## src/rtl/pco_pkg.sv

```systemverilog
// Shared definitions for the front-panel/CPU controller slice:
// cpustate encodings and the program-loader FSM state constants.
package pco_pkg;

    localparam logic [1:0] CS_IDLE  = 2'b00;
    localparam logic [1:0] CS_LOAD  = 2'b01;
    localparam logic [1:0] CS_CHECK = 2'b10;
    localparam logic [1:0] CS_RUN   = 2'b11;

    localparam int unsigned ADDR_W_DEF = 16;

    typedef logic [2:0] ld_state_t;

    localparam ld_state_t LD_IDLE    = 3'd0;
    localparam ld_state_t LD_ARMED   = 3'd1;
    localparam ld_state_t LD_WRITE   = 3'd2;
    localparam ld_state_t LD_READ    = 3'd3;
    localparam ld_state_t LD_CHECK   = 3'd4;
    localparam ld_state_t LD_RELEASE = 3'd5;

endpackage

```

## src/rtl/prog_loader_debounce.sv

```systemverilog
// Pushbutton conditioner: 2-flop synchronizer followed by a stability counter.
// Produces the debounced level and a one-cycle pulse on its rising edge.
module key_debounce #(
    parameter int unsigned DEB_CYCLES = 16
) (
    input  logic clk,
    input  logic rst,
    input  logic key_i,
    output logic level_o,
    output logic rise_o
);

    localparam int unsigned CW = $clog2(DEB_CYCLES + 1);
    localparam logic [CW-1:0] LAST = CW'(DEB_CYCLES - 1);

    logic          sync1_q, sync2_q;
    logic [CW-1:0] cnt_q, cnt_d;
    logic          level_q, level_d;
    logic          rise_q, rise_d;

    always_comb begin
        cnt_d   = '0;
        level_d = level_q;
        // Count only consecutive samples that disagree with the held level.
        if (sync2_q != level_q) begin
            if (cnt_q == LAST) begin
                level_d = sync2_q;
            end else begin
                cnt_d = cnt_q + 1'b1;
            end
        end
        rise_d = level_d & ~level_q;
    end

    always_ff @(posedge clk or posedge rst) begin
        if (rst) begin
            sync1_q <= 1'b0;
            sync2_q <= 1'b0;
            cnt_q   <= '0;
            level_q <= 1'b0;
            rise_q  <= 1'b0;
        end else begin
            sync1_q <= key_i;
            sync2_q <= sync1_q;
            cnt_q   <= cnt_d;
            level_q <= level_d;
            rise_q  <= rise_d;
        end
    end

    assign level_o = level_q;
    assign rise_o  = rise_q;

endmodule

```

## src/rtl/prog_loader.sv

```systemverilog
// Front-panel program loader: writes the switch byte to an auto-incrementing
// address on each debounced key press while in LOAD, then verifies by readback.
module prog_loader
    import pco_pkg::*;
#(
    parameter int unsigned DEB_CYCLES = 16,
    parameter int unsigned ADDR_W     = ADDR_W_DEF
) (
    input  logic              clk,
    input  logic              rst,
    input  logic [1:0]        cpustate,
    input  logic              key,
    input  logic [7:0]        D,
    input  logic [7:0]        data_in,
    output logic [ADDR_W-1:0] addr,
    output logic [7:0]        data_out,
    output logic              write,
    output logic              read,
    output logic              busy,
    output logic              err,
    output logic [ADDR_W-1:0] err_addr
);

    logic deb_level, deb_rise;

    key_debounce #(
        .DEB_CYCLES(DEB_CYCLES)
    ) u_deb (
        .clk    (clk),
        .rst    (rst),
        .key_i  (key),
        .level_o(deb_level),
        .rise_o (deb_rise)
    );

    ld_state_t         state_q, state_d;
    logic [ADDR_W-1:0] addr_q, addr_d;
    logic [7:0]        dout_q, dout_d;
    logic              err_q, err_d;
    logic [ADDR_W-1:0] eaddr_q, eaddr_d;
    logic              in_load;

    assign in_load = (cpustate == CS_LOAD);

    always_comb begin
        state_d = state_q;
        addr_d  = addr_q;
        dout_d  = dout_q;
        err_d   = err_q;
        eaddr_d = eaddr_q;
        // Leaving LOAD aborts from any active state; pointer and error info are kept.
        if (!in_load) begin
            state_d = LD_IDLE;
        end else begin
            case (state_q)
                LD_IDLE: begin
                    addr_d  = '0;
                    err_d   = 1'b0;
                    eaddr_d = '0;
                    state_d = LD_ARMED;
                end
                LD_ARMED: begin
                    if (deb_rise) begin
                        dout_d  = D;
                        state_d = LD_WRITE;
                    end
                end
                LD_WRITE:   state_d = LD_READ;
                LD_READ:    state_d = LD_CHECK;
                LD_CHECK: begin
                    if ((data_in != dout_q) && !err_q) begin
                        err_d   = 1'b1;
                        eaddr_d = addr_q;
                    end
                    addr_d  = addr_q + 1'b1;
                    state_d = LD_RELEASE;
                end
                LD_RELEASE: begin
                    if (!deb_level) begin
                        state_d = LD_ARMED;
                    end
                end
                default:    state_d = LD_IDLE;
            endcase
        end
    end

    always_ff @(posedge clk or posedge rst) begin
        if (rst) begin
            state_q <= LD_IDLE;
            addr_q  <= '0;
            dout_q  <= '0;
            err_q   <= 1'b0;
            eaddr_q <= '0;
        end else begin
            state_q <= state_d;
            addr_q  <= addr_d;
            dout_q  <= dout_d;
            err_q   <= err_d;
            eaddr_q <= eaddr_d;
        end
    end

    // Strobes are gated by cpustate so they drop in the same cycle LOAD is left.
    assign write    = (state_q == LD_WRITE) && in_load;
    assign read     = (state_q == LD_READ) && in_load;
    assign busy     = (state_q != LD_IDLE) && (state_q != LD_ARMED);
    assign addr     = addr_q;
    assign data_out = dout_q;
    assign err      = err_q;
    assign err_addr = eaddr_q;

endmodule
```

## config.mk

```make
export PLATFORM = sky130hd
export DESIGN_NAME = prog_loader
export DESIGN_NICKNAME = d
export VERILOG_FILES = /design/src/rtl/pco_pkg.sv /design/src/rtl/prog_loader_debounce.sv /design/src/rtl/prog_loader.sv
export SDC_FILE = /design/constraint.sdc
export NUM_CORES = 1
export LEC_CHECK = 0
export CORE_ASPECT_RATIO = 0.9
export CORE_MARGIN = 4
export CORE_UTILIZATION = 50
export CTS_CLUSTER_DIAMETER = 50
export CTS_CLUSTER_SIZE = 30
export DETAILED_ROUTE_END_ITERATION = 10
export MAX_ROUTING_LAYER = met4
export PLACE_DENSITY = 0.81
export SLEW_MARGIN = 20
export SYNTH_ARGS = -nofsm -noshare
export SYNTH_HDL_FRONTEND = slang
export SYNTH_HIERARCHICAL = 1
export SYNTH_SLANG_ARGS = --single-unit
```

## constraint.sdc

```tcl
create_clock -name clk -period 3.5 [get_ports clk]
set_input_delay 0.7 -clock clk [delete_from_list [all_inputs] [get_ports clk]]
set_output_delay 0.7 -clock clk [all_outputs]
set_load 0.01 [all_outputs]
```

==> impl_metrics.env, run 1 <==
export IMPL_ys_ff_latch=53
export IMPL_ctsResizeCount=0
export IMPL_hold_class="register to register"
export IMPL_period_minus_slack_ns=3.158
export IMPL_timing_final_crit_share=0.9024
export IMPL_r2r_slack_ns=1.34
export IMPL_place_area_mm2=0.003234
export IMPL_regArea_mm2=0.001326
export IMPL_dieArea_mm2=0.006286
export IMPL_drc=0
export IMPL_fin_skew_ns=0.006360
export IMPL_r2r_start="state_q[1]"
export IMPL_hold_buffers=0
export IMPL_syn_area_mm2=0.002540
export IMPL_grt_pass1_vias=1899
export IMPL_syn_area_per_cell_um2=10.50
export IMPL_path_max_fanout=6
export IMPL_antenna_found_initial=0
export IMPL_grt_max_degree=33
export IMPL_p_per_area_mw_per_mm2=317.9
export IMPL_hold_viol_final=0
export IMPL_cts_buffers=5
export IMPL_ir_drop_v=0.0001754
export IMPL_postSynth_asyncResetShare=1.000
export IMPL_avgRoutedWirePerCell_um=14.18
export IMPL_yosysSeqAreaShare=0.5222
export IMPL_gp_congestion=0.8124
export IMPL_tightestPinTransition_ns=0.6394
export IMPL_drt_iter0_markers=105
export IMPL_yosys_area_top_type="dfrtp_1"
export IMPL_coreArea_mm2=0.004895
export IMPL_layout_common_cells="clkdlybuf4s50_1, dfrtp_1, nand2_1"
export IMPL_grt_first_pass_wirelength_mm=8.866
export IMPL_overflow=0
export IMPL_r2r_end="addr[14]"
export IMPL_area_growth_pct=30.74
export IMPL_postLayoutCoreUtil=0.6784
export IMPL_vias_per_cell=5.167
export IMPL_slew_headroom=0.5737
export IMPL_ioPinCount=65
export IMPL_cp_endpoint="write"
export IMPL_cts_root_buf="clkbuf_8"
export IMPL_synth_distinct_cells=44
export IMPL_synthCells=242
export IMPL_critPathLaunch="cpustate[0]"
export IMPL_critical_path_required_ns=2.80
export IMPL_multi_input_area_mm2=0.001122
export IMPL_finalSetupViolations=0
export IMPL_clockBufferDepth=2
export IMPL_post_cts_buffers=0
export IMPL_track_usage=0.1839
export IMPL_syn_nets=265
export IMPL_die_y_um=75.62
export IMPL_worstSetupPathType="primary input to output pin"
export IMPL_fp_row_count=24
export IMPL_cp_end_kind="output pin"
export IMPL_fillers=396
export IMPL_reg2regPathDepth=4
export IMPL_leakagePower_uw=0.001452
export IMPL_nets=330
export IMPL_yosys_warnings=6
export IMPL_cts_tree="done"
export IMPL_cts_htree_levels=2
export IMPL_clk_pin_slew_worst_paths_ns=0.08
export IMPL_rsz0062_at_grt="no"
export IMPL_drt_total_wl_mm=5.276
export IMPL_setup_tns_final_ns=0
export IMPL_yosysTopAreaCellShare=0.5222
export IMPL_numClockSinks=53
export IMPL_clock_fmax_ghz=0.3166
export IMPL_arrival_ns=2.46
export IMPL_ys_flop_type="dfrtp_1"
export IMPL_hpwl_mm=4.033
export IMPL_outcome="completed"
export IMPL_initial_utilization=0.5189
export IMPL_synth_area_top_cells="dfrtp_1, mux2i_1, nand2_1"
export IMPL_cp_start_kind="primary input"
export IMPL_drv_cap=0
export IMPL_final_common_cell="clkdlybuf4s50_1"
export IMPL_die_x_um=83.13
export IMPL_placement_io_buffers=64
export IMPL_ant_nets=0
export IMPL_clock_latency_ns=0.30
export IMPL_vias=1922
export IMPL_diodes=0
export IMPL_slew_violations=0
export IMPL_layout_drive_gt1_share=0.09121
export IMPL_stdcell_area_mm2=0.003321
export IMPL_drt_pass1_iterations=4
export IMPL_synth_edf_count=0
==> cells by family after synthesis <==
logic type | count (synthesis) | share of synthesized area
simple gates | 106 | 0.2172
flops | 53 | 0.5222
mux | 26 | 0.1069
xor+xnor | 20 | 0.06897
buf+inv | 19 | 0.03596
compound gates | 16 | 0.03891
fa+ha+maj | 2 | 0.009851
==> critical path: stages <==
cell	delay (ns)
clkdlybuf4s50_1	0.51
or3b_2	0.53
nor2_1	0.16
clkdlybuf4s50_1	0.55
==> registers in the layout (all words and copies together) (netlist names) <==
register,cells
u_deb/level_o,1
data_out,8
err_addr,16
u_deb/rise_o,1
err,1
state_q,3
addr,16
u_deb/cnt_q,5
u_deb/sync2_q,1
u_deb/sync1_q,1
==> worst min-delay path by stage <==
stage	startpoint	end	slack, ns	cells past startpoint
floorplan	u_deb/sync1_q	u_deb/sync2_q	0.33	0
global placement	u_deb/sync1_q	u_deb/sync2_q	0.34	0
detailed placement	u_deb/sync1_q	u_deb/sync2_q	0.35	0
CTS	u_deb/sync1_q	u_deb/sync2_q	0.37	0
global route	u_deb/sync1_q	u_deb/sync2_q	0.37	0
finish	u_deb/sync1_q	u_deb/sync2_q	0.36	0
==> stage by stage <==
step           total power [uW]  worst slack [ns]  std cells  hold slack [ns]
2_1_floorplan             688.6             1.252        242           0.3312
3_3_place_gp              728.4            0.4138        365           0.3417
3_5_place_dp              730.6            0.3452        365           0.3492
4_1_cts                    1068            0.3261        372           0.3680
5_1_grt                    1101            0.2288        372           0.3680
6_report                   1056            0.3416        372           0.3635
==> report_power, final <==
part	switching, uW	internal, uW
Combinational	42.5	46.4
Clock	182	157
Sequential	8.11	620
==> cells in the mapped netlist (all sizes together) (2+ instances only) <==
master / count
mux2i: 17
o21ai: 4
or2: 2
mux2: 9
nand2b: 2
nand2: 43
nand4: 5
a21oi: 7
or3: 2
buf: 6
nor3b: 2
clkbuf: 4
xnor2: 14
ha: 2
nor3: 5
xor2: 6
inv: 9
nand3: 9
dfrtp: 53
and4: 2
nor2: 18
nor4b: 2
nor4: 3
nand4b: 3
==> cell type report <==
type / count / area share
clock buffers: 7 / 0.02600
inverters: 9 / 0.01017
multi-input cells: 170 / 0.3380
flip-flops and latches: 53 / 0.3994
well taps: 65 / 0.02449
repair buffers: 68 / 0.2020
==> per-layer routing <==
| metal | GRT usage | routed length (um) | vias up |
|---|---|---|---|
| li1 | - | - | 955 |
| met1 | 0.2091 | 2402 | 913 |
| met2 | 0.3319 | 2585 | 49 |
| met3 | 0.03351 | 227 | 5 |
| met4 | 0.06897 | 59 | 0 |
| met5 | - | 0 | - |
(Power assumes the default switching activity.)
==> run 2: changes to the inputs <==
--- a/config.mk
+++ b/config.mk
@@ -12,7 +12,7 @@
 export CTS_CLUSTER_SIZE = 30
 export DETAILED_ROUTE_END_ITERATION = 10
 export MAX_ROUTING_LAYER = met4
-export PLACE_DENSITY = 0.81
+export PLACE_DENSITY = 0.89
 export SLEW_MARGIN = 20
 export SYNTH_ARGS = -nofsm -noshare
 export SYNTH_HDL_FRONTEND = slang
==> run 2 against run 1 <==
Via count is 1.8% higher. Largest cell class unchanged. Hold slack better by 0.0072 ns. Maximum frequency hardly changed. Highest routed layer unchanged. Combinational power hardly changed. Non-clock buffer count is 1 lower. First-iteration DRC count is 40% lower.
==> impl_metrics.env, run 2 (synthesis results as in run 1) <==
export IMPL_outcome="completed"
export IMPL_slew_headroom=0.3367
export IMPL_area_growth_pct=30.49
export IMPL_grt_pass1_vias=1975
export IMPL_finalSetupViolations=0
export IMPL_rsz0062_at_grt="no"
export IMPL_avgRoutedWirePerCell_um=14.58
export IMPL_hold_buffers=0
export IMPL_clock_fmax_ghz=0.3169
export IMPL_cts_tree="done"
export IMPL_layout_common_cells="clkdlybuf4s50_1, dfrtp_1, nand2_1"
export IMPL_postLayoutCoreUtil=0.6771
export IMPL_overflow=0
export IMPL_antenna_found_initial=0
export IMPL_leakagePower_uw=0.001450
export IMPL_clockBufferDepth=2
export IMPL_fillers=384
export IMPL_fp_row_count=24
export IMPL_nets=329
export IMPL_die_x_um=83.13
export IMPL_post_cts_buffers=0
export IMPL_vias_per_cell=5.258
export IMPL_hold_class="register to register"
export IMPL_numClockSinks=53
export IMPL_cp_end_kind="output pin"
export IMPL_slew_violations=0
export IMPL_grt_max_degree=27
export IMPL_drv_cap=0
export IMPL_worstSetupPathType="primary input to output pin"
export IMPL_drt_total_wl_mm=5.425
export IMPL_period_minus_slack_ns=3.156
export IMPL_layout_drive_gt1_share=0.09446
export IMPL_clk_pin_slew_worst_paths_ns=0.09
export IMPL_drc=0
export IMPL_clock_latency_ns=0.31
export IMPL_cts_root_buf="clkbuf_8"
export IMPL_critPathLaunch="cpustate[0]"
export IMPL_critical_path_required_ns=2.80
export IMPL_arrival_ns=2.46
export IMPL_initial_utilization=0.5189
export IMPL_cp_start_kind="primary input"
export IMPL_dieArea_mm2=0.006286
export IMPL_fin_skew_ns=0.006834
export IMPL_die_y_um=75.62
export IMPL_track_usage=0.1923
export IMPL_gp_congestion=0.8288
export IMPL_drt_pass1_iterations=4
export IMPL_ioPinCount=65
export IMPL_multi_input_area_mm2=0.001127
export IMPL_final_common_cell="clkdlybuf4s50_1"
export IMPL_r2r_start="state_q[1]"
export IMPL_vias=1956
export IMPL_path_max_fanout=6
export IMPL_drt_iter0_markers=63
export IMPL_hpwl_mm=4.080
export IMPL_ir_drop_v=0.0002117
export IMPL_ctsResizeCount=0
export IMPL_timing_final_crit_share=0.9017
export IMPL_p_per_area_mw_per_mm2=317.9
export IMPL_min_from="u_deb/sync1_q"
export IMPL_cts_buffers=5
export IMPL_ant_nets=0
export IMPL_diodes=0
export IMPL_grt_first_pass_wirelength_mm=9.294
export IMPL_hold_viol_final=0
export IMPL_setup_tns_final_ns=0
export IMPL_tightestPinTransition_ns=0.9906
export IMPL_placement_io_buffers=64
export IMPL_regArea_mm2=0.001326
export IMPL_coreArea_mm2=0.004895
export IMPL_cts_htree_levels=2
export IMPL_fin_hold_ws_ns=0.3706
## run 2: changes by cell type in the layout (fill, tap and decap cells not counted), sizes merged
cell,before,now
buf,4,3
clkinv,1,3
clkbuf,7,6
## run 2: metal layers
layer / global-route usage / share of wire / vias up
met5: - / 0 / -
met4: 0.04356 / 0.0098 / 0
met3: 0.05838 / 0.067 / 5
met2: 0.3345 / 0.47 / 64
met1: 0.2243 / 0.45 / 933
li1: - / - / 954
## run 2: report_power, final
part | internal [uW] | switching [uW] | total, uW
combinational | 46.4 | 42.8 | 89.3
sequential | 620 | 8.25 | 628
clock | 139 | 197 | 336
total | 805 | 248 | 1050
## run 2: area by class of cell
| cell class | instances | share of cell area |
|---|---|---|
| sequential | 53 | 0.4002 |
| inverter | 9 | 0.01019 |
| clock buffer | 6 | 0.02190 |
| multi-input combinational | 170 | 0.3401 |
| timing repair buffer | 67 | 0.2001 |
| clock inverter | 2 | 0.003020 |
| tap | 65 | 0.02454 |
## run 2: per-stage QoR
| step | total power (uW) | worst slack [ns] | cells | instance area, um2 |
|---|---|---|---|---|
| 2_1_floorplan | 688.6 | 1.252 | 242 | 2540 |
| 3_3_place_gp | 728.1 | 0.4144 | 364 | 3232 |
| 3_5_place_dp | 730.8 | 0.3635 | 364 | 3232 |
| 4_1_cts | 1069 | 0.3483 | 372 | 3314 |
| 5_1_grt | 1098 | 0.2990 | 372 | 3314 |
| 6_report | 1054 | 0.3442 | 372 | 3314 |
## run 2: final timing paths
check                            endpoint  slack [ns]  cells past startpoint
max in group asynchronous         addr[7]        1.99                      3
min                         u_deb/sync2_q        0.37                      0
min in group asynchronous  u_deb/cnt_q[1]        0.69                      2
max reg2reg                      addr[15]        1.35                      4
min reg2reg                 u_deb/sync2_q        0.37                      0
max                                  read        0.34                      4
## run 2: worst max-delay path, cell delays in order
cell and delay [ns]:
clkdlybuf4s50_1 0.53, or3b_2 0.54, nor2_1 0.14, clkdlybuf4s50_1 0.54
